[config.mk]
export PLATFORM = sky130hd
export DESIGN_NAME = acq_peak_search
export DESIGN_NICKNAME = d
export VERILOG_FILES = /design/src/rtl/acq_peak_search_pkg.sv /design/src/rtl/acq_peak_search_threshold_cmp.sv /design/src/rtl/acq_peak_search.sv
export SDC_FILE = /design/constraint.sdc
export NUM_CORES = 1
export LEC_CHECK = 0
export BUFFER_PORTS_ARGS = -buffer_cell sky130_fd_sc_hd__buf_4
export CORE_MARGIN = 1
export CORE_UTILIZATION = 45
export DETAILED_ROUTE_END_ITERATION = 12
export PLACE_DENSITY = 0.64
export REMOVE_ABC_BUFFERS = 1
export SLEW_MARGIN = 10
export SYNTH_ARGS = -nofsm -noshare
export SYNTH_HDL_FRONTEND = slang
export SYNTH_HIERARCHICAL = 1
export SYNTH_SLANG_ARGS = --single-unit
export TNS_END_PERCENT = 5
[constraint.sdc]
create_clock -name clk -period 11.9 [get_ports clk]
set_input_delay 1.19 -clock clk [delete_from_list [all_inputs] [get_ports clk]]
set_output_delay 1.19 -clock clk [all_outputs]
set_load 0.02 [all_outputs]
[src/rtl/acq_peak_search_pkg.sv]
// Shared acquisition definitions: search FSM states, grid geometry, datapath widths.
// The top level takes its parameter defaults from here.
package acq_peak_search_pkg;

    typedef enum logic [2:0] {
        ST_IDLE   = 3'd0,
        ST_SEARCH = 3'd1,
        ST_DEC1   = 3'd2,
        ST_DEC2   = 3'd3,
        ST_DONE   = 3'd4
    } acq_state_t;

    localparam int NUM_BINS   = 3;
    localparam int NUM_SHIFTS = 2046;
    localparam int I2Q2_WIDTH = 32;
    localparam int CS_WIDTH   = 11;
    localparam int BIN_WIDTH  = 2;
    localparam int THRESH     = 4;

    // Width of a sum of `cells` values of width `vw`; it cannot overflow.
    function automatic int sum_width(input int vw, input int cells);
        return vw + $clog2(cells);
    endfunction

    localparam int SUM_W = sum_width(I2Q2_WIDTH, NUM_BINS * NUM_SHIFTS);

endpackage

[src/rtl/acq_peak_search_threshold_cmp.sv]
// Two-stage detection test: register peak*cells and noise_sum*THRESH, then compare.
// Comparing peak*cells against sum*THRESH avoids a divide for the mean.
module acq_threshold_cmp #(
    parameter int VAL_W  = 32,
    parameter int SUM_W  = 36,
    parameter int CELLS  = 6138,
    parameter int THRESH = 4
) (
    input  logic             clk,
    input  logic             reset_n,
    input  logic             clear,
    input  logic             load,
    input  logic             compare,
    input  logic [VAL_W-1:0] peak_value,
    input  logic [SUM_W-1:0] noise_sum,
    output logic             detected
);

    localparam int PROD_W = SUM_W + $clog2(THRESH) + 1;

    logic [PROD_W-1:0] lhs;
    logic [PROD_W-1:0] rhs;

    always_ff @(posedge clk) begin
        if (!reset_n || clear) begin
            lhs      <= '0;
            rhs      <= '0;
            detected <= 1'b0;
        end else begin
            if (load) begin
                lhs <= PROD_W'(peak_value) * PROD_W'(CELLS);
                rhs <= PROD_W'(noise_sum) * PROD_W'(THRESH);
            end
            if (compare) begin
                detected <= (lhs > rhs);
            end
        end
    end

endmodule

[src/rtl/acq_peak_search.sv]
// Peak search over the code-shift x Doppler grid with a noise-floor ratio detector.
// valid/ready: there is no ready; a value is taken whenever i2q2_valid=1 in SEARCH with the expected tag.
module acq_peak_search
    import acq_peak_search_pkg::*;
#(
    parameter int NUM_BINS   = acq_peak_search_pkg::NUM_BINS,
    parameter int NUM_SHIFTS = acq_peak_search_pkg::NUM_SHIFTS,
    parameter int I2Q2_WIDTH = acq_peak_search_pkg::I2Q2_WIDTH,
    parameter int CS_WIDTH   = acq_peak_search_pkg::CS_WIDTH,
    parameter int BIN_WIDTH  = acq_peak_search_pkg::BIN_WIDTH,
    parameter int THRESH     = acq_peak_search_pkg::THRESH
) (
    input  logic                  clk,
    input  logic                  reset_n,
    input  logic                  start,
    input  logic                  i2q2_valid,
    input  logic [I2Q2_WIDTH-1:0] i2q2_value,
    input  logic [BIN_WIDTH-1:0]  i2q2_tag,
    input  logic [CS_WIDTH-1:0]   code_shift,
    output logic                  busy,
    output logic                  result_valid,
    output logic                  detected,
    output logic [BIN_WIDTH-1:0]  peak_bin,
    output logic [CS_WIDTH-1:0]   peak_code_shift,
    output logic [I2Q2_WIDTH-1:0] peak_value,
    output logic [sum_width(I2Q2_WIDTH, NUM_BINS*NUM_SHIFTS)-1:0] noise_sum,
    output logic                  seq_error,
    output acq_state_t            state_dbg
);

    localparam int CELLS = NUM_BINS * NUM_SHIFTS;
    localparam int SUM_W = sum_width(I2Q2_WIDTH, CELLS);
    localparam int CNT_W = (NUM_SHIFTS > 1) ? $clog2(NUM_SHIFTS) : 1;

    acq_state_t           state;
    acq_state_t           state_next;
    logic [BIN_WIDTH-1:0] expected_tag;
    logic [CNT_W-1:0]     shift_count;

    logic search_valid;
    logic accept;
    logic last_bin;
    logic first_cell;
    logic sweep_end;

    // start wins over a coincident valid, so it also masks acceptance.
    assign search_valid = (state == ST_SEARCH) && i2q2_valid && !start;
    assign accept       = search_valid && (i2q2_tag == expected_tag);
    assign last_bin     = (expected_tag == BIN_WIDTH'(NUM_BINS - 1));
    assign first_cell   = (expected_tag == '0) && (shift_count == '0);
    assign sweep_end    = accept && last_bin && (shift_count == CNT_W'(NUM_SHIFTS - 1));

    assign busy      = (state != ST_IDLE) && (state != ST_DONE);
    assign state_dbg = state;

    always_ff @(posedge clk) begin
        if (!reset_n) begin
            state <= ST_IDLE;
        end else begin
            state <= state_next;
        end
    end

    always_comb begin
        state_next = state;
        case (state)
            ST_IDLE:   state_next = ST_IDLE;
            ST_SEARCH: if (sweep_end) state_next = ST_DEC1;
            ST_DEC1:   state_next = ST_DEC2;
            ST_DEC2:   state_next = ST_DONE;
            ST_DONE:   state_next = ST_DONE;
            default:   state_next = ST_IDLE;
        endcase
        if (start) begin
            state_next = ST_SEARCH;
        end
    end

    always_ff @(posedge clk) begin
        if (!reset_n || start) begin
            expected_tag    <= '0;
            shift_count     <= '0;
            peak_value      <= '0;
            peak_bin        <= '0;
            peak_code_shift <= '0;
            noise_sum       <= '0;
            seq_error       <= 1'b0;
            result_valid    <= 1'b0;
        end else begin
            if (accept) begin
                noise_sum <= noise_sum + SUM_W'(i2q2_value);
                // The first cell always loads, so an all-zero sweep still reports its first shift.
                if (first_cell || (i2q2_value > peak_value)) begin
                    peak_value      <= i2q2_value;
                    peak_bin        <= i2q2_tag;
                    peak_code_shift <= code_shift;
                end
                if (last_bin) begin
                    expected_tag <= '0;
                    shift_count  <= shift_count + 1'b1;
                end else begin
                    expected_tag <= expected_tag + 1'b1;
                end
            end else if (search_valid) begin
                seq_error <= 1'b1;
            end
            if (state == ST_DEC2) begin
                result_valid <= 1'b1;
            end
        end
    end

    acq_threshold_cmp #(
        .VAL_W  (I2Q2_WIDTH),
        .SUM_W  (SUM_W),
        .CELLS  (CELLS),
        .THRESH (THRESH)
    ) u_threshold_cmp (
        .clk        (clk),
        .reset_n    (reset_n),
        .clear      (start),
        .load       (state == ST_DEC1),
        .compare    (state == ST_DEC2),
        .peak_value (peak_value),
        .noise_sum  (noise_sum),
        .detected   (detected)
    );

endmodule

# After elaboration in Yosys (flattened, before gate mapping)
# Cells that the tools add are included.
# totals
regBits	198
input_bits	49
out_inout_bits	97
wordCells	54
# classes
n_addsub	3
multipliers	1
n_lt_le_gt_ge	2
n_eq_ne	10
n_mux	4
n_bitwise	2
n_reduce_logical	19
# op_table
operator	n
> comparator 45 x 47 -> 1 bit	1
adder 45 x 32 -> 45 bit	1
multiplier 32 x 12 -> 44 bit, second input constant	1
> comparator 32 bit	1
adder 11 x 1 -> 11 bit, second input constant	1
equality test 11 bit, second input constant	1
zero test 11 bit	1
case mux 3 bit (3 select lines)	1
logical AND 1 bit	7
equality test 3 x 2 -> 1 bit, second input constant	2
inequality test 3 bit, second input constant	2
AND reduction 2 bit	3
OR reduction 2 bit	2
equality test 3 x 1 -> 1 bit, second input constant	1
equality test 3 bit, second input constant	1
two-way mux 3 bit	1
nonzero test 3 bit	1
adder 2 x 1 -> 2 bit, second input constant	1
equality test 2 bit	1
equality test 2 bit, second input constant	1
zero test 1 bit	2
zero test 2 bit	1
logical OR 1 bit	2
two-way mux 2 bit	1
3 further kinds	4

# Depth between registers and ports, before layout
# logic_depth
ltp_word	9
depth_mapped	20
depth_no_buf	19

# By module
# The synthesis kept the hierarchy.
# modules_own_cells
mod	n_inst	cells_per_inst	area_each_um2	seq_area_each_um2
acq_threshold_cmp	1	1394	12762.2	1801.7
acq_peak_search	1	893	6864.1	2162.1

# Least setup slack after synthesis
# Ideal clock, no wire load.
# synth_timing
path_kind	flip-flop to flip-flop
startpoint	register peak_value[15]
endpoint	register u_threshold_cmp.lhs[35]
setup_time_ns	0.065
t_arrival_ns	5.279
required_ns	11.835
slack_ns	6.556
stages_incl_launch_ff	18
n_path_buf	1
synth_period_minus_slack_ns	5.344
cell_sequence	dfxtp_1 -> inv_1 -> fa_1 -> inv_1 -> fa_1 -> fa_1 -> fa_1 -> inv_1 -> fa_1 -> inv_1 -> ha_1 -> buf_6 -> a21o_1 -> a21o_1 -> a221o_1 -> o2111a_1 -> o41a_1 -> nor2_1
# synth_via
elab_chain_len	1
# synth_lines
element	line_no	rtl
start, declared	acq_peak_search.sv:25	output logic [I2Q2_WIDTH-1:0] peak_value,
start signal, assigned	acq_peak_search.sv:94	peak_value <= i2q2_value;
multiplier 32 x 12 -> 44 bit	acq_peak_search_threshold_cmp.sv:31	lhs <= PROD_W'(peak_value) * PROD_W'(CELLS);
end signal, assigned	acq_peak_search_threshold_cmp.sv:31	
end, declared	acq_peak_search_threshold_cmp.sv:21	logic [PROD_W-1:0] lhs;
# Every way passes these cells.
# A chain may end at the register's enable or synchronous reset.

# Worst setup path in the final report
# layout_timing
startpoint	register peak_value[27]
endpoint	register u_threshold_cmp.lhs[41]
# Same word-level chain as after synthesis.

==> flow_summary_export.csv <==
group,metric,value,unit
run_status,status,"finished, final reports clean",
placement,port_buffers,145,
power,vdd_drop_max,0.0980,mV
cells_and_area,final_util,0.505,
die,initial_core_util,0.456,
synth,ys_seq_area_frac,0.202,
global_route,grt_overflow_total,0,
global_route,grt_pass1_wl,89600,um
die,core_area,0.0431,mm^2
global_route,antenna_found_initial,0,
synth,synth_warnings,6,
clock_tree,numCtsBuffers,17,
timing,grt_setup_unrepaired,"false",
clock_tree,cts_max_level,4,
synth,ys_types,79,
cells_and_area,fin_nets,2838,
die,die_area,0.0445,mm^2
clock_tree,clock_sink_count,198,
cells_and_area,n_antenna_cell,0,
synth,muxShareOfSynthArea,0.0342,
global_route,globalRouteTotalUtil,0.264,
min_path,min_path_type,"flop to flop",
placement,place_hpwl,45300,um
route,vias,16100,
cells_and_area,num-fill-cells,4180,
cells_and_area,drive_gt1_frac,0.0912,
timing,finalClockSkew,0.0140,ns
clock_tree,path_clk_slew,0.09,ns
worst_setup_path,path_delay_family,"adder cells",
timing,slew_violations,0,
synth,synth_compound_area_frac,0.147,
synth,avgSynthCellArea,8.58,um^2
route,drc,0,
clock_tree,post_cts_resize_count,0,
route,ant_nets,0,
cells_and_area,area.sequential,0.00396,mm^2
synth,ys.flop_type,"dfxtp_1",
die,die_w,211,um
worst_setup_path,cp_slowest_cell,"dfxtp_1",
synth,synth-adder-area-share,0.350,
power,power.leakage,10.0,nW
clock_tree,cts_root_buffer,"clkbuf_16",
worst_setup_path,path_max_fanout,13,
worst_setup_path,path_cells,"fa_1 -> fa_1 -> inv_1 -> fa_1 -> inv_1 -> fa_1 -> inv_1 -> fa_1 -> inv_1 -> ha_1 -> nand4_1 -> nor4_1 -> nand3_1 -> a21oi_1 -> o21ai_0 -> o311ai_0",
synth,netlist_area,0.0196,mm^2
clock_tree,post_cts_buffers,0,
synth,synth-edff-count,0,
route,firstDrtPassIters,7,
clock_tree,cts_tree,"yes",
worst_setup_path,cpPeakStageDelay,0.62,ns
die,die_y,211,um
worst_setup_path,required,12.30,ns
die,io-pin-count,146,
worst_setup_path,start_kind,"flop",
placement,routabilityCongestion,0.914,
synth,synth-async-reset-ratio,0,
clock_tree,cts_buffer_depth,2,
timing,final.setup.tns,0,ns
clock_tree,clock_latency,0.50,ns
timing,finalSetupViolations,0,
synth,yosys.area_share.simple,0.147,
timing,fin_crit,5.83,ns
timing,maxSlewHeadroom,0.338,
synth,synth_seq_cells,198,
worst_setup_path,path_class,"flop to flop",
synth,synth_xor_xnor_area_share,0.0232,
route,wl,55700,um
timing,fmax,172,MHz
power,p_per_area,64.9,mW/mm^2
worst_setup_path,path_buf_inv,4,
synth,synth_top_family_by_area,"adder cells",
die,rows,76,
cells_and_area,multi_input_area,0.0138,mm^2
synth,syn_inst,2287,
flow_run,cap_violations,0,
worst_setup_path,end_kind,"flop",
global_route,grt_pass1_vias,16000,
route,routed_via_density,5.42,
timing,hold_violations,0,
route,first_iter_violations,1115,
timing,tightest_slew,0.993,ns
clock_tree,postCtsHoldBufs,0,
cells_and_area,area_growth,10.8,%
global_route,grt_max_degree,69,
worst_setup_path,crit_arrival,6.23,ns
timing,fin_crit_sh,0.490,
worst_setup_path,crit_path_frequent_cell,"fa_1",
route,wl_per_cell,18.8,um
[cell usage after synthesis (5+ instances only)]
| cell type | n | area share |
|---|---|---|
| or2_2 | 5 | 0.0016 |
| fa_1 | 209 | 0.21 |
| mux2i_1 | 67 | 0.034 |
| a21oi_1 | 129 | 0.033 |
| nand2_1 | 183 | 0.035 |
| nor3b_1 | 5 | 0.0019 |
| clkbuf_1 | 56 | 0.011 |
| or3_1 | 20 | 0.0064 |
| a211oi_1 | 17 | 0.0065 |
| xor2_1 | 21 | 0.0094 |
| o21ai_0 | 119 | 0.030 |
| a31oi_1 | 11 | 0.0035 |
| o21ai_1 | 5 | 0.0013 |
| nor3_1 | 19 | 0.0048 |
| buf_1 | 19 | 0.0036 |
| and3_1 | 20 | 0.0064 |
| nand3b_1 | 7 | 0.0027 |
| dfxtp_1 | 198 | 0.20 |
| and4_1 | 6 | 0.0027 |
| a21o_1 | 47 | 0.018 |
| o31ai_1 | 7 | 0.0027 |
| nand3_1 | 102 | 0.026 |
| nand2b_1 | 9 | 0.0029 |
| o22ai_1 | 6 | 0.0019 |
| buf_2 | 15 | 0.0038 |
| xnor2_1 | 31 | 0.014 |
| nor2b_1 | 10 | 0.0032 |
| nor2_1 | 145 | 0.028 |
| nor4_1 | 8 | 0.0026 |
| o211ai_1 | 13 | 0.0050 |
| o21bai_1 | 7 | 0.0027 |
| o2111ai_1 | 5 | 0.0022 |
| ha_1 | 214 | 0.14 |
| and2_1 | 7 | 0.0022 |
| o21a_1 | 18 | 0.0069 |
| nand4_1 | 43 | 0.014 |
| a211o_1 | 10 | 0.0045 |
| inv_1 | 400 | 0.077 |
| or4_1 | 5 | 0.0019 |
[final cells by class]
class,instances,share of cell area
multi-input cells,1595,0.634
flip-flops and latches,198,0.182
inverters,400,0.0691
repair buffers,154,0.0532
well taps,585,0.0337
clock buffers,17,0.0196
clock inverters,15,0.00829
[cells in the final DEF, fill, tap and decap left out, types with 11 or more instances in the layout]
master and instances:
inv_1 400, ha_1 214, fa_1 209, dfxtp_1 198, nand2_1 183, buf_4 154, nor2_1 145, a21oi_1 129
o21ai_0 119, nand3_1 102, mux2i_1 67, a21o_1 47, nand4_1 43, xnor2_1 31, xor2_1 21, or3_1 20
and3_1 20, nor3_1 19, o21a_1 18, a211oi_1 17, clkbuf_16 17, o211ai_1 13, a31oi_1 11
[cell families after synthesis]
kind of cell    after synthesis
simple gates                605
mux                          67
fa+ha+maj                   423
buf+inv                     494
xor+xnor                     52
compound gates              448
flops                       198
[worst register-to-register path: cells and delay by family, from the launching register on]
family / cells / cell delay (ns)
AND/OR/NAND/NOR: 3 / 0.89
AO/OA/AOI/OAI: 3 / 0.81
buffers and inverters: 4 / 0.19
flip-flops: 1 / 0.62
adder cells (fa/ha/maj): 6 / 3.20
[power by group]
part	internal, mW	total [mW]	switching (mW)
Clock	0.285	0.612	0.327
Sequential	0.663	0.665	0.00236
Combinational	0.0474	0.133	0.0857
[path summary, 6_finish.rpt]
check | startpoint | end | slack (ns) | cells past startpoint
hold / removal | u_threshold_cmp/lhs[26]$_SDFFE_PP0P_ | u_threshold_cmp/lhs[26]$_SDFFE_PP0P_ | 0.47 | 2
setup reg to reg | peak_value[27]$_SDFFE_PP0P_ | u_threshold_cmp/lhs[41]$_SDFFE_PP0P_ | 6.07 | 16
hold reg to reg | u_threshold_cmp/lhs[26]$_SDFFE_PP0P_ | u_threshold_cmp/lhs[26]$_SDFFE_PP0P_ | 0.47 | 2
setup / recovery | peak_value[27]$_SDFFE_PP0P_ | u_threshold_cmp/lhs[41]$_SDFFE_PP0P_ | 6.07 | 16
[state kept, by name, indices dropped and copies added, names as in the netlist, 3 cells and up]
signal	flops
peak_value	32
u_threshold_cmp/lhs	44
peak_code_shift	11
noise_sum	45
state_dbg	3
shift_count	11
u_threshold_cmp/rhs	45
[metrics by stage]
step                hold WS [ns]  total power, mW  worst slack [ns]  std cells  instance area (um^2)
global route               0.492             1.47              5.67       2964                 21700
finish                     0.467             1.41              6.07       2964                 21700
global placement           0.457            0.813              6.18       2932                 21100
detailed placement         0.455            0.814              6.09       2932                 21100
floorplan                  0.432            0.758             0.420       2193                 19200
CTS                        0.474             1.43              6.07       2964                 21700
[layer usage]
layer	global-route usage	vias up	wire, um
met4	0.0980	0	1720
met1	0.342	7834	24500
met2	0.441	363	26900
li1	-	7790	-
met3	0.0437	67	2640
met5	0	-	0
(Power assumes the default switching activity.)
